File: config.mk
export PLATFORM = sky130hd
export DESIGN_NAME = result_fifo_flat
export DESIGN_NICKNAME = d
export VERILOG_FILES = /design/src/rtl/result_fifo_if.sv /design/src/rtl/result_fifo.sv /design/src/flat_wrapper.sv
export SDC_FILE = /design/constraint.sdc
export NUM_CORES = 1
export LEC_CHECK = 0
export CORE_MARGIN = 2
export CORE_UTILIZATION = 48
export DETAILED_ROUTE_END_ITERATION = 8
export PLACE_DENSITY_LB_ADDON = 0.15
export SLEW_MARGIN = 20
export SYNTH_ARGS = -nofsm -noshare
export SYNTH_HDL_FRONTEND = slang
export SYNTH_SLANG_ARGS = --single-unit
File: constraint.sdc
create_clock -name clock -period 2.9 [get_ports clock]
set_input_delay 0.725 -clock clock [delete_from_list [all_inputs] [get_ports clock]]
set_output_delay 0.725 -clock clock [all_outputs]
set_load 0.01 [all_outputs]
File: src/rtl/result_fifo_if.sv
// Bundle of result_fifo signals: the ula-facing capture inputs
// and the consumer-facing valid/ready drain port with status flags.
interface result_fifo_if #(
  parameter int WIDTH = 16,
  parameter int CW    = 3
);
  logic [WIDTH-1:0] result;
  logic             valid;
  logic [WIDTH-1:0] out_data;
  logic             out_valid;
  logic             out_ready;
  logic [CW-1:0]    count;
  logic             full;
  logic             empty;
  logic             overflow;

  // FIFO side
  modport slave (
    input  result, valid, out_ready,
    output out_data, out_valid, count, full, empty, overflow
  );

  // Producer/consumer side
  modport master (
    output result, valid, out_ready,
    input  out_data, out_valid, count, full, empty, overflow
  );
endinterface

File: src/rtl/result_fifo.sv
// result_fifo: captures one ula result per rising edge of valid into a
// first-word-fall-through FIFO, drained through a valid/ready handshake.
// A capture arriving while full (with no simultaneous pop) is dropped and
// latches a sticky overflow flag.
module result_fifo #(
  parameter int DEPTH = 4,
  parameter int WIDTH = 16,
  parameter int CW    = $clog2(DEPTH) + 1
) (
  input logic          clock,
  input logic          reset,
  result_fifo_if.slave bus
);
  localparam int AW = $clog2(DEPTH);

  // Storage is deliberately not reset; pointers and count define validity.
  logic [WIDTH-1:0] mem [DEPTH];

  logic          valid_q, valid_d;
  logic [AW-1:0] wr_ptr_q, wr_ptr_d;
  logic [AW-1:0] rd_ptr_q, rd_ptr_d;
  logic [CW-1:0] count_q, count_d;
  logic          overflow_q, overflow_d;

  logic cap, push, pop, drop, empty, full;

  // Edge detect, push/pop/drop decisions and next-state computation
  always_comb begin
    empty = (count_q == '0);
    full  = (count_q == CW'(DEPTH));
    cap   = bus.valid & ~valid_q;
    pop   = ~empty & bus.out_ready;
    // A full FIFO can still accept when the head leaves in the same cycle.
    push  = cap & (~full | pop);
    drop  = cap & full & ~pop;

    valid_d    = bus.valid;
    wr_ptr_d   = push ? wr_ptr_q + 1'b1 : wr_ptr_q;
    rd_ptr_d   = pop  ? rd_ptr_q + 1'b1 : rd_ptr_q;
    overflow_d = overflow_q | drop;

    count_d = count_q;
    case ({push, pop})
      2'b10:   count_d = count_q + 1'b1;
      2'b01:   count_d = count_q - 1'b1;
      default: count_d = count_q;
    endcase
  end

  // State registers; reset discards all buffered entries
  always_ff @(posedge clock) begin
    if (reset) begin
      valid_q    <= 1'b0;
      wr_ptr_q   <= '0;
      rd_ptr_q   <= '0;
      count_q    <= '0;
      overflow_q <= 1'b0;
    end else begin
      valid_q    <= valid_d;
      wr_ptr_q   <= wr_ptr_d;
      rd_ptr_q   <= rd_ptr_d;
      count_q    <= count_d;
      overflow_q <= overflow_d;
    end
  end

  // Storage write on accepted capture
  always_ff @(posedge clock) begin
    if (!reset && push) begin
      mem[wr_ptr_q] <= bus.result;
    end
  end

  // Fall-through head and status outputs from registered state
  always_comb begin
    bus.out_data  = empty ? '0 : mem[rd_ptr_q];
    bus.out_valid = ~empty;
    bus.count     = count_q;
    bus.full      = full;
    bus.empty     = empty;
    bus.overflow  = overflow_q;
  end
endmodule

File: src/flat_wrapper.sv
// flat-port wrapper written by rule: the top's interface ports become plain ports
module result_fifo_flat 
#(
  parameter int DEPTH = 4,
  parameter int WIDTH = 16,
  parameter int CW    = $clog2(DEPTH) + 1
)
  (clock, reset, bus_result, bus_valid, bus_out_ready, bus_out_data, bus_out_valid, bus_count, bus_full, bus_empty, bus_overflow);
  result_fifo_if #(.WIDTH(WIDTH), .CW(CW)) bus_i ();
  input logic clock;
  input logic reset;
  input wire logic [$bits(bus_i.result)-1:0] bus_result;
  input wire logic [$bits(bus_i.valid)-1:0] bus_valid;
  input wire logic [$bits(bus_i.out_ready)-1:0] bus_out_ready;
  output wire logic [$bits(bus_i.out_data)-1:0] bus_out_data;
  output wire logic [$bits(bus_i.out_valid)-1:0] bus_out_valid;
  output wire logic [$bits(bus_i.count)-1:0] bus_count;
  output wire logic [$bits(bus_i.full)-1:0] bus_full;
  output wire logic [$bits(bus_i.empty)-1:0] bus_empty;
  output wire logic [$bits(bus_i.overflow)-1:0] bus_overflow;
  assign bus_i.result = bus_result;
  assign bus_i.valid = bus_valid;
  assign bus_i.out_ready = bus_out_ready;
  assign bus_out_data = bus_i.out_data;
  assign bus_out_valid = bus_i.out_valid;
  assign bus_count = bus_i.count;
  assign bus_full = bus_i.full;
  assign bus_empty = bus_i.empty;
  assign bus_overflow = bus_i.overflow;
  result_fifo #(.DEPTH(DEPTH), .WIDTH(WIDTH), .CW(CW)) u_core (.clock(clock), .reset(reset), .bus(bus_i));
endmodule
# --- Yosys cells after proc, flatten, opt, wreduce, memory -nomap -nowiden ---
# Memories as Yosys holds them, arrays and structs flattened. A register that Yosys moved wholly into a read port is not among the register bits.
# Cells that the tools add are included.
totals:
  register_bits: 9
  ram_bits: 64
  input_bits: 20
  output_inout_bits: 23
  wordCells: 34
  n_memories: 1
op_classes:
  addsub: 4
  eq_ne: 3
  muxes: 6
  bitwise: 11
  reduce_logical: 4
mem_list:
  columns: ["name", "depth", "width", "rd", "rd_clocked_by_memory_dff", "write_ports", "line_no", "text"]
  rows:
  - ["u_core.mem", 4, 16, 1, 1, 1, "result_fifo.sv:17", "logic [WIDTH-1:0] mem [DEPTH];"]
ops:
  columns: ["op", "n"]
  rows:
  - ["$mux W16", 1]
  - ["$pmux W3 S2", 1]
  - ["$and A1 B1 Y1", 5]
  - ["$add A2 B1 Y2 const B", 2]
  - ["$mux W2", 2]
  - ["$not A1 Y1", 4]
  - ["$add A3 B1 Y3 const B", 1]
  - ["$eq A3 B3 Y1 const B", 1]
  - ["$logic_not A3 Y1", 1]
  - ["$sub A3 B1 Y3 const B", 1]
  - ["$eq A2 B1 Y1 const B", 1]
  - ["$eq A2 B2 Y1 const B", 1]
  - ["$mux W1", 2]
  - ["$or A1 B1 Y1", 2]
  - ["$reduce_bool A2 Y1", 1]
  - ["$logic_and A1 B1 Y1", 1]
  - ["$logic_not A1 Y1", 1]

# --- Longest topological paths before layout ---
# Gate-level depths: netlist of run 1.
logic_depth:
  ltp_word: 8
  depth_mapped: 9
  depth_no_buf: 9

# --- Least setup slack after synthesis of run 1 ---
# OpenSTA, ideal clock, no wires.
synth_timing:
  path_kind: "input -> register"
  start: "input port bus_valid"
  end: "memory u_core.mem[1][0] (enable)"
  setup_time_ns: 0.413
  t_arrival_ns: 2.455
  t_required_ns: 2.487
  setup_slack_ns: 0.032
  path_stages: 4
  n_path_buf: 0
  cell_sequence: "nor2b_1 > a21boi_2 > inv_1 > nor3b_1"
synth_between:
  elab_chain_len: 5
synth_rtl:
  columns: ["element", "line_no", "text"]
  rows:
  - ["from (decl)", "flat_wrapper.sv:13", "input wire logic [$bits(bus_i.valid)-1:0] bus_valid;"]
  - ["$and A1 B1 Y1", "result_fifo.sv:31", "cap = bus.valid & ~valid_q;"]
  - ["$and A1 B1 Y1", "result_fifo.sv:34", "push = cap & (~full | pop);"]
  - ["$logic_and A1 B1 Y1", "result_fifo.sv:69", "if (!reset && push) begin"]
  - ["$mux W1", "result_fifo.sv:69", null]
  - ["$mux W1 (implied by the code)", "result_fifo.sv:70", "mem[wr_ptr_q] <= bus.result;"]
  - ["to (decl)", "result_fifo.sv:17", null]
# No other way between the ends.

==> out/summary.txt, run 1 <==
met2 usage - 0.263
Worst R2R Path Depth - 9
met1 usage - 0.201
I/O Buffers - 42
sequential-to-total area share from yosys stat - 0.705
FF-to-FF Start - u_core.bus.count[0]
Layout area overhead - 25.9%
Initial Util - 0.504
Std-Cell Rows - 28
GR Util All Layers - 0.162
global route total overflow - 0
Ys Warns - 0
Avg WL per Cell - 16.8 um
Vias per Instance - 5.21
Die X - 83.6 um
pwr dens - 782 mW/mm^2
Final Cycle Share - 0.971
hold_sp - u_core.bus.overflow
DIE AREA - 0.00698 mm^2
number of DRC markers in iteration 0 - 73
First-pass DRT Iterations - 4
Hold Path End - u_core.bus.overflow
Longest Clk Path Bufs - 2
clk sinks - 75
Hold Path Stages - 2
Yosys cell types - 27
Max Freq - 355 MHz
final hold violations - 0
post-synth top area share - 0.633
Root Buffer - clkbuf_8
Final Setup Violations - 0
post-synthesis async set-or-reset flop share - 0
most frequent cells in the layout - edfxtp_1 (64), clkdlybuf4s50_1 (41), nor2b_1 (15), buf_4 (14), dfxtp_1 (11)
syn nets - 189
# DRC - 0
VDD IR max - 0.000450 V
clock share of power - 0.248
Tightest Pin Transition - 0.607 ns
Static Leak - 0.00130 uW
CTS H-tree depth - 3
drt total wl - 5110 um
sequential share of power - 0.427
Crit Reg-Reg Endpoint - u_core.bus.count[2]
largest net degree at the start of global routing - 24
Max Cap Viol - 0
first-pass GRT wire length - 8340 um
Reg clk slew, reported paths - 0.07 ns
Final min period - 2.81 ns
commonest non-fill, non-tap cell in the layout - edfxtp_1
Crit path arrival time - 2.09 ns
ANT cells - 0
number of synthesized flops with an enable pin - 64
via count - 1,578
area of the multi-input gates - 837 um^2
Die Ht - 83.6 um
hold-fix buffers at CTS - 0
ratio of cells with drive above 1 in the final layout - 0.219
top_reg_cell synth - edfxtp_1
FF-to-FF setup slack - 0.62 ns
final slew viol count - 0
skew final - 0.00604 ns
Setup TNS - 0 ns
relative slew slack - 0.594
I/O Pins - 43
Critical Path End Type - output pin
Avg Inst Size Synth - 18.6 um^2
ranking of synthesized cells by area - edfxtp_1 (63%), mux4_2 (7.4%), dfxtp_1 (7.2%)
largest area contributor in the netlist - edfxtp_1
FF/Latch Area - 0.00214 mm^2
startpoint types - register
core area - 0.00603 mm^2
GR Util met3 - 0.0376
Comb power frac - 0.324
CP max FO - 9
number of global-route vias before repair - 1,687
Post-Syn Instances - 163
Psw - 829 uW
Int Pwr - 2160 uW
Net Sw Frac - 0.277
Hold WC Path Type - register to register
post-DP HPWL - 3420 um
Crit Path Class - register to output pin
Netlist Area Pre-Place - 0.00304 mm^2
Routability Congestion - 0.782
initial antenna violation count - 0
Routed Antenna Nets - 0
RSZ-0062 raised after global routing - no
Nets - 250
grt peak-use layer - met2
status - finished clean
Filler cells - 439
CTS tree - yes
CTS Buf Count - 9
Worst-Skew Late Latency - 0.34 ns
fin area - 0.00382 mm^2
Synth Register Bits - 75
Worst EP required - 2.17 ns
Area after DPL - 0.00363 mm^2
dpl cells - 287
Finished Layout Cells - 303
==> critical path, cell delays in order, from the launching register on <==
cell and delay (ns):
dfxtp_1 0.36, buf_6 0.18, mux4_1 0.57, nor2b_1 0.15, clkdlybuf4s50_1 0.49
==> worst max-delay path by stage <==
stage	to	slack (ns)	cells past startpoint
2_1_floorplan	u_core.mem[1][0]	0.03	4
3_3_place_gp	u_core.bus.count[2]	0.13	10
3_5_place_dp	u_core.bus.count[2]	0.04	10
4_1_cts	bus_out_data[2]	0.02	4
5_1_grt	bus_out_data[2]	0.003	4
6_report	bus_out_data[2]	0.09	4
==> routing by layer <==
metal	wire [um]	vias to the layer above
met4	141	0
met5	0	-
met1	2070	786
met2	2700	35
li1	-	745
met3	196	12
==> area by class of cell <==
cell class | count | area share
Sequential cell | 75 | 0.560
Multi-Input combinational cell | 73 | 0.219
Timing Repair Buffer | 57 | 0.141
Clock buffer | 10 | 0.0334
Tap cell | 75 | 0.0245
Clock inverter | 5 | 0.0144
Inverter | 8 | 0.00785
==> synthesized netlist by cell type, drive strengths merged, types with 2 or more instances <==
master and instances:
nand2b 2, buf 6, dfxtp 11, or3 3
nor3b 5, xor2 2, nor2b 18, inv 8
o21ai 3, mux4 16, ha 5, nor2 7
edfxtp 64, a21oi 5
==> power by group through the flow <==
stage,registers (uW),clock network (uW),logic [uW]
2_1_floorplan,1290,0,549
3_3_place_gp,1290,0,964
3_5_place_dp,1300,0,974
4_1_cts,1280,762,984
5_1_grt,1280,813,1050
6_report,1280,743,970
==> stage by stage <==
| step | utilization | power [uW] | hold WS (ns) | worst slack [ns] |
|---|---|---|---|---|
| after floorplan | - | 1840 | 0.459 | 0.0318 |
| final | 0.635 | 2990 | 0.505 | 0.0851 |
| after global placement | 0.602 | 2260 | 0.470 | 0.131 |
| after global routing | 0.635 | 3150 | 0.547 | 0.00265 |
| after detailed placement | 0.602 | 2270 | 0.476 | 0.0402 |
| after CTS | 0.632 | 3020 | 0.504 | 0.0184 |
==> cell families (layout without fill, tap and decap cells) <==
kind of cell / count (synthesis) / after routing / synth area share
simple gates: 37 / 37 / 0.0820
fa+ha+maj: 6 / 6 / 0.0272
compound gates: 10 / 10 / 0.0189
flops: 75 / 75 / 0.705
xor+xnor: 2 / 2 / 0.00577
mux: 18 / 18 / 0.133
buf+inv: 15 / 80 / 0.0280
==> sequential cells by signal, summed over array words and instances (netlist names), named ones only <==
| register | flops |
|---|---|
| u_core.mem | 64 |
| u_core.bus.count | 3 |
| u_core.rd_ptr_q | 2 |
| u_core.wr_ptr_q | 2 |
| u_core.bus.overflow | 1 |
| u_core.valid_q | 1 |
==> what timing repair did <==
action,4_1_cts,5_1_grt
setup buffers,0,1
setup endpoints to repair,0,6
gates resized for setup,0,2
Power figures use the tool's default switching activity.
==> inputs of run 2 (changes only) <==
Settings changed: CAP_MARGIN set to 20, CORE_UTILIZATION 48 to 54.
Clock period 2.9 ns to 2.6 ns, I/O delays scaled along.
==> out/summary.txt, run 2 (synthesized netlist as in run 1, its figures left out) <==
final slew viol count - 0
GR Util All Layers - 0.189
I/O Buffers - 42
First-pass DRT Iterations - 4
first-pass GRT wire length - 8560 um
most frequent cells in the layout - edfxtp_1 (64), clkdlybuf4s50_1 (26), nor2b_1 (15), dlygate4sd2_1 (14), buf_4 (12)
Avg WL per Cell - 17.4 um
Std-Cell Rows - 27
Initial Util - 0.555
final hold violations - 0
Worst-Skew Late Latency - 0.35 ns
DIE AREA - 0.00624 mm^2
Setup TNS - 0 ns
relative slew slack - 0.794
Critical Path End Type - output pin
crit path capture - bus_out_data[2]
Hold WC Path Type - register to register
skew final - 0.00549 ns
Max Cap Viol - 0
Longest Clk Path Bufs - 2
FF-to-FF Start - u_core.bus.count[2]
pwr dens - 886 mW/mm^2
Largest register FFs - 64
RSZ-0062 raised after global routing - yes
Final Cycle Share - 0.973
Routed Antenna Nets - 0
ratio of cells with drive above 1 in the final layout - 0.240
Final Setup Violations - 0
fin area - 0.00394 mm^2
Routability Congestion - 0.697
core area - 0.00547 mm^2
clk sinks - 75
Layout area overhead - 29.7%
Tightest Pin Transition - 0.307 ns
drt total wl - 5300 um
Worst EP required - 1.95 ns
Nets - 254
ANT cells - 0
VDD IR max - 0.000494 V
Reg clk slew, reported paths - 0.07 ns
Filler cells - 354
startpoint types - register
Vias per Instance - 5.30
global route total overflow - 0
Area after DPL - 0.00368 mm^2
number of global-route vias before repair - 1,714
Static Leak - 0.00142 uW
Max Freq - 395 MHz
# DRC - 0
Root Buffer - clkbuf_8
via count - 1,617
FF-to-FF setup slack - 0.37 ns
I/O Pins - 43
Final min period - 2.53 ns
number of DRC markers in iteration 0 - 124
Power Total - 3490 uW
Finished Layout Cells - 305
post-DP HPWL - 3400 um
Worst R2R Path Depth - 9
Crit Reg-Reg Endpoint - u_core.bus.count[2]
CTS Buf Count - 9
Crit Path Class - register to output pin
Biggest register - u_core.mem
CP max FO - 3
CTS H-tree depth - 3
commonest non-fill, non-tap cell in the layout - edfxtp_1
worst hold slack - 0.491 ns
Crit path arrival time - 1.88 ns
dpl cells - 285
Die X - 79.0 um
largest net degree at the start of global routing - 24
Die Ht - 79.0 um
CTS tree - yes
status - finished clean
initial antenna violation count - 0
==> run 2: cell count changes in the layout (fill, tap and decap cells not counted), moves of 2 or more <==
cell	previous run	this run
clkdlybuf4s50_1	41	26
buf_4	14	12
buf_12	0	5
dlygate4sd2_1	0	14
==> run 2: through the flow <==
step,util,setup WS [ns]
2_1_floorplan,-,-0.193
3_3_place_gp,0.673,-0.0228
3_5_place_dp,0.673,-0.167
4_1_cts,0.718,0.00244
5_1_grt,0.720,-0.00627
6_report,0.720,0.0714
==> run 2: repair_timing <==
item | in CTS | in global routing
buffers inserted | 3 | 1
setup endpoints to repair | 16 | 6
hold buffers | 0 | 0
resized for setup | 18 | 2
==> run 2: critical path: stages, from the launching register on <==
cell           delay [ns]
dfxtp_2              0.36
buf_6                0.12
buf_4                0.11
mux4_1               0.53
nor2b_1              0.14
dlygate4sd2_1        0.28
==> run 2: area by class of cell <==
cell class | instances | area [um^2] | share of cell area
tap | 72 | 90.1 | 0.0229
inverter | 8 | 30.0 | 0.00762
clock inverter | 6 | 88.8 | 0.0225
multi-input combinational | 73 | 837 | 0.212
clock buffer | 10 | 128 | 0.0324
timing repair buffer | 61 | 624 | 0.158
sequential | 75 | 2140 | 0.544
==> run 2: per-layer routing <==
metal | vias to the layer above | track usage | share of wire
li1 | 755 | - | -
met1 | 808 | 0.242 | 0.41
met2 | 43 | 0.309 | 0.52
met3 | 11 | 0.0534 | 0.054
met4 | 0 | 0.0724 | 0.015
met5 | - | 0 | 0
==> run 2: power breakdown <==
group          internal [uW]  leakage [uW]  switching (uW)
clock network            542      0.000103             420
registers               1370      0.000670            54.2
logic                    612      0.000650             493
total                   2530       0.00142             967
==> run 2: how the worst min path moves through the flow <==
stage | start | to | slack (ns) | cells past startpoint
global placement | u_core.bus.overflow | u_core.bus.overflow | 0.46 | 2
detailed placement | u_core.bus.overflow | u_core.bus.overflow | 0.48 | 2
CTS | u_core.bus.overflow | u_core.bus.overflow | 0.50 | 2
global route | u_core.bus.overflow | u_core.bus.overflow | 0.54 | 2
floorplan | u_core.rd_ptr_q[1] | register | 0.46 | 2
finish | u_core.bus.overflow | u_core.bus.overflow | 0.49 | 2
